**src/rtl/gray_rx_monitor.sv**
```systemverilog
// gray_rx_monitor: registers Gray samples, converts them to binary and checks that
// each valid sample is a +1 step or a hold, reporting lock, errors and wrap.
module gray_rx_monitor #(
    parameter int W      = 8,
    parameter int CW     = 4,
    parameter int LOCK_N = 4
) (
    input  logic          clk,
    input  logic          rst_n,
    input  logic          en,
    input  logic [W-1:0]  gray_in,
    input  logic          clr_err,
    output logic [W-1:0]  bin_out,
    output logic          bin_valid,
    output logic          step_err,
    output logic          wrap,
    output logic          locked,
    output logic [CW-1:0] err_cnt
);
    localparam int GW = $clog2(LOCK_N + 1);

    typedef enum logic {ACQUIRE, TRACK} state_t;

    state_t        state, state_n;
    logic [W-1:0]  g_q, nb;
    logic          v_q, step_n, wrap_n, lock_n;
    logic [GW-1:0] good_cnt, good_n;
    logic [CW-1:0] err_n;

    for (genvar i = 0; i < W; i++) begin : g2b
        assign nb[i] = ^g_q[W-1:i];
    end

    always_comb begin
        state_n = state;
        good_n  = good_cnt;
        lock_n  = locked;
        step_n  = 1'b0;
        wrap_n  = 1'b0;
        if (v_q) begin
            if (state == ACQUIRE) begin
                state_n = TRACK;
                good_n  = '0;
            end else if (nb == bin_out + W'(1)) begin
                good_n = (good_cnt == GW'(LOCK_N)) ? good_cnt : good_cnt + GW'(1);
                lock_n = locked | (good_n == GW'(LOCK_N));
                wrap_n = &bin_out;
            end else if (nb != bin_out) begin
                step_n = 1'b1;
                lock_n = 1'b0;
                good_n = '0;
            end
        end
        // a clear coinciding with a new error keeps that error counted
        err_n = clr_err ? CW'(step_n) : (step_n && !(&err_cnt)) ? err_cnt + CW'(1) : err_cnt;
    end

    always_ff @(posedge clk or negedge rst_n) begin
        if (!rst_n) begin
            state     <= ACQUIRE;
            g_q       <= '0;
            v_q       <= 1'b0;
            bin_out   <= '0;
            bin_valid <= 1'b0;
            step_err  <= 1'b0;
            wrap      <= 1'b0;
            locked    <= 1'b0;
            err_cnt   <= '0;
            good_cnt  <= '0;
        end else begin
            state     <= state_n;
            v_q       <= en;
            g_q       <= en ? gray_in : g_q;
            bin_out   <= v_q ? nb : bin_out;
            bin_valid <= v_q;
            step_err  <= step_n;
            wrap      <= wrap_n;
            locked    <= lock_n;
            err_cnt   <= err_n;
            good_cnt  <= good_n;
        end
    end
endmodule

```
**config.mk**
```make
export PLATFORM = sky130hd
export DESIGN_NAME = gray_rx_monitor
export DESIGN_NICKNAME = d
export VERILOG_FILES = /design/src/rtl/gray_rx_monitor.sv
export SDC_FILE = /design/constraint.sdc
export NUM_CORES = 1
export LEC_CHECK = 0
export ABC_AREA = 0
export BUFFER_PORTS_ARGS = -buffer_cell sky130_fd_sc_hd__buf_4
export CAP_MARGIN = 10
export CORE_MARGIN = 8
export CORE_UTILIZATION = 57
export CTS_CLUSTER_DIAMETER = 150
export CTS_CLUSTER_SIZE = 8
export DETAILED_ROUTE_END_ITERATION = 10
export MAX_ROUTING_LAYER = met4
export PLACE_DENSITY = 0.88
export SYNTH_ARGS = -nofsm -noshare
export SYNTH_HDL_FRONTEND = slang
export SYNTH_SLANG_ARGS = --single-unit
export TNS_END_PERCENT = 30
```
**constraint.sdc**
```tcl
create_clock -name clk -period 3.07 [get_ports clk]
set_input_delay 0.307 -clock clk [delete_from_list [all_inputs] [get_ports clk]]
set_output_delay 0.307 -clock clk [all_outputs]
set_load 0.005 [all_outputs]
```
Word level (Yosys, flattened, before mapping):

Cells that the tools add are included.

* flip-flop bits (word level): 29
* input port bits: 12
* output and inout port bits: 16
* word-level logic and storage cells: 49

* add/subtract/negate cells: 3
* eq/ne operators: 5
* muxes and demuxes: 15
* bitwise gates (word level): 1
* reductions and logical operators: 15

Operator list (number)
* two-way mux 3 bit: 4
* two-way mux 1 bit: 9
* adder 8 x 1 -> 8 bit, second input constant: 1
* == test 8 bit: 1
* two-way mux 4 bit: 2
* != test 8 bit: 1
* AND reduction 8 bit: 1
* XOR reduction 8 bit: 1
* XOR reduction 7 bit: 1
* == test 3 bit, second input constant: 2
* XOR reduction 6 bit: 1
* XOR reduction 5 bit: 1
* adder 4 x 1 -> 4 bit, second input constant: 1
* AND reduction 4 bit: 1
* nonzero test 2 bit: 2
* XOR reduction 4 bit: 1
* adder 3 x 1 -> 3 bit, second input constant: 1
* != test 3 x 1 -> 1 bit, second input constant: 1
* AND reduction 3 bit: 1
* XOR reduction 3 bit: 1
* AND reduction 2 bit: 1
* XOR reduction 2 bit: 1
* logical AND 1 bit: 1
* logical NOT 1 bit: 1
* bitwise OR 1 bit: 1

Logic depth before layout (Yosys ltp):

* word-level depth: 9
* gate-level depth with buffers: 9
* mapped depth without buffers: 8

Worst setup path after synthesis:

OpenSTA, ideal clock, no wires.

* path kind: flip-flop to flip-flop
* start point: register bin_out[1]
* end point: register err_cnt[3]
* library setup time: 99 ps
* arrival: 2449 ps
* data required time: 2971 ps
* slack: 522 ps
* stages on the path, launching flop included: 8
* path buffers: 0
* clock period less this slack: 2548 ps
* cells stage by stage: dfrtp_1 ha_1 nand3_1 or3_2 a311oi_1 nor4_4 o41a_1 a311oi_1

* longest elaborated chain between the ends: 7
* elaborated cells between the ends (all ways): 9
* classes of those cells: add/sub: 1; eq/ne: 2; mux: 4; reduce/logical: 2

Ends and longest elaborated chain
* start: declaration: RTL line 13 `output logic [W-1:0] bin_out,`
* start signal: assignment: RTL line 74 `bin_out <= v_q ? nb : bin_out;`
* adder 8 x 1 -> 8 bit or != test 8 bit (tied branches): RTL line 44, 48
* == test 8 bit or two-way mux 1 bit (tied branches): RTL line 44, 48
* two-way mux 1 bit (*): RTL line 44 `end else if (nb == bin_out + W'(1)) begin`
* two-way mux 1 bit (*): RTL line 41 `if (state == ACQUIRE) begin`
* two-way mux 1 bit (*): RTL line 40 `if (v_q) begin`
* logical AND 1 bit (*): RTL line 55 `err_n = clr_err ? CW'(step_n) : (step_n && !(&err_cnt)) ? err_cnt + CW'(1) : err_cnt;`
* nonzero test 2 bit (no source line) (*)
* end signal: assignment: RTL line 79 `err_cnt <= err_n;`
* end: declaration: RTL line 18 `output logic [CW-1:0] err_cnt`

Every way passes the cells marked *; elsewhere a longest branch is shown, timed or not.
A chain may end at the register's enable or synchronous reset.

Worst setup path after layout:

Same ends and word-level chain as after synthesis.

==> run summary <==
outcome - finished clean
number of remaining DRC errors - 0
largest net degree at the start of global routing - 30
startpoint types - register
dpl cells - 256
Root Buffer - clkbuf_4
die height - 74.3 um
Syn Nets - 209
GRT Residual Overflow - 0
1st-iter DRT viols - 74
post-synthesis xor/xnor area fraction - 12.7%
# H-tree levels - 2
CP max FO - 8
vias in the first global route - 1525
Max Cap Violations - 0
ant diodes - 0
final cell count without fillers - 266
detailed-routing wirelength on met1 - 1840 um
Post-Syn Area - 1940 um2
Slew @ Worst Pin - 588 ps
Pleak - 0.943 nW
crit path DAT - 3110 ps
multiplexer share of the synthesized area - 7.50%
Final Critical Period - 2860 ps
met2 WL post-DR - 2130 um
number of CTS-inserted buffers - 5
Worst Skew - 10.5 ps
Max Fclk - 349 MHz
CTS tree - done
placer congestion estimate - 0.906
routed wl met3 - 199 um
Max IR drop VDD - 588 uV
CP Capture Type - register
first-pass GRT wire length - 6960 um
Core ar. - 3310 um2
clk_lat worst skew - 340 ps
count leader, synth - dfrtp_1
Worst-path clk slew - 100 ps
Seq/Total Area, Yosys - 37.5%
Clock Path Buffers - 2
fin. max-slew vios - 0
Cell variety after synth - 59
number of enable flip-flop cells after synthesis - 0
Layout Nets - 235
Async SR Flop Fraction - 100%
clock net sink count - 29
full die area - 5520 um2
Post-Synth Adder-Cell Area - 2.59%
Die W - 74.3 um
via/cell ratio - 5.89
final period utilization - 93.3%
RSZ-0062 raised after global routing - false
initial antenna violation count - 0
largest family of logic cells by synthesized area - simple AND/OR/NAND/NOR gates
Main synth FF type - dfrtp_1
Post-Syn Area per Cell - 10.0 um2
cell count after synthesis - 193
routed len/inst - 16.2 um
area leader, netlist - dfrtp_1
worst path required time - 3310 ps
max_slew headroom - 60.8%
fraction of layout cells with a size suffix above 1 - 29.5%
top cells by count, synth - 29 x dfrtp_1, 13 x a21oi_1, 12 x mux2_2, 12 x nand2_1, 12 x xnor2_1
Antenna Nets Post-Route - 0
Yosys reg bits - 29
PD cells - 680 nW/um2
top routing layer in use - met4
total negative slack - 0 ps
Area contributors post-synth - dfrtp_1 37%, mux2_2 7.0%, xnor2_1 5.4%, a21oi_1 3.4%, xor2_1 2.7%
dpl hpwl - 3170 um
Area growth syn-to-layout - 14.1%
crit path kind - reg -> reg
Synth Area in Simple Gates - 19.9%
area share of the largest cell type after synthesis - 37.5%
Final Hold Fails - 0
Starting Density - 58.5%
FP Rows - 21
via count - 1567
fillers - 277
gr usage total - 16.9%
WL final - 4310 um
HP Class - in -> reg
Synth Area in Compound Gates - 14.0%
synth warn - 0
Initial DRT Pass Iterations - 4
count of final setup violators - 0
PortBufs - 27
io pins - 28
-- final timing paths --
path	from	to	slack, ps	cells past startpoint
max	bin_out[1]	err_cnt[3]	210	7
min	clr_err	err_cnt[3]	150	2
max reg2reg	bin_out[1]	err_cnt[3]	210	7
min reg2reg	locked	locked	530	2
max in group asynchronous	rst_n	err_cnt[2]	2380	2
min in group asynchronous	rst_n	g_q[0]	410	2
-- metal layers --
| metal | global-route usage [%] | vias to the layer above |
|---|---|---|
| li1 | - | 756 |
| met1 | 19.9 | 751 |
| met2 | 26.5 | 46 |
| met3 | 3.91 | 14 |
| met4 | 8.70 | 0 |
| met5 | - | - |
-- area by class of cell --
| cell class | count | area [um2] | share of cell area [%] |
|---|---|---|---|
| Sequential cell | 29 | 726 | 32.9 |
| Clock inverter | 2 | 10.0 | 0.453 |
| Multi-Input combinational cell | 144 | 1100 | 50.0 |
| Clock buffer | 6 | 41.3 | 1.87 |
| Inverter | 7 | 26.3 | 1.19 |
| Timing Repair Buffer | 32 | 243 | 11.0 |
| Tap cell | 46 | 57.6 | 2.61 |
-- layout by cell type, fill, tap and decap left out, types with 3 or more instances in the layout --
cell type,instances
a21oi_1,13
and3_1,3
buf_4,31
clkbuf_4,5
dfrtp_1,29
ha_1,4
inv_1,7
mux2_2,12
nand2_1,12
nand3_1,9
nand4_1,3
nor2_1,11
nor3_1,4
nor4_1,3
o211ai_1,3
o21ai_0,4
xnor2_1,12
xor2_1,5
-- registers in the layout, summed over array words and instances (netlist names) --
signal and cells:
bin_out 8, bin_valid 1, err_cnt 4, g_q 8, good_cnt 3, locked 1
state 1, step_err 1, v_q 1, wrap 1
-- where the power goes --
part           leakage [nW]  switching [mW]  internal (mW)
registers             0.351           0.130          0.440
clock network        0.0320           0.134         0.0869
logic                 0.560           0.354          0.356
-- stage by stage --
stage	hold WS (ps)	utilization (%)	worst slack (ps)	cell area, um2	power [mW]
6_report	150	66.7	206	2210	1.50
5_1_grt	146	66.7	38.7	2210	1.60
4_1_cts	145	66.3	219	2190	1.50
3_5_place_dp	248	64.4	260	2130	1.27
3_3_place_gp	245	64.4	297	2130	1.25
2_1_floorplan	11.4	-	522	1940	1.08
-- repair_timing --
action | in CTS | in global routing
buffers inserted | 0 | 1
gates resized for setup | 0 | 1
endpoints found under the hold margin | 29 | 0
setup endpoints to repair | 0 | 1
hold buffers | 1 | 0
-- critical path, cell delays in order (launching register included) --
cell and delay (ps):
dfrtp_1 490, ha_1 300, nand3_1 190, or3_2 510
a311oi_1 450, nor4_4 140, o41a_1 440, a311oi_1 240
-- kinds of logic (layout without fill, tap and decap cells) --
kind of cell             Yosys count  after routing
AND/OR/NAND/NOR                   66             66
AO/OA/AOI/OAI                     39             39
flip-flops                        29             29
XOR/XNOR                          22             22
buffers and inverters             20             47
multiplexers                      13             13
adder cells (fa/ha/maj)            4              4
Power figures use the tool's default switching activity.
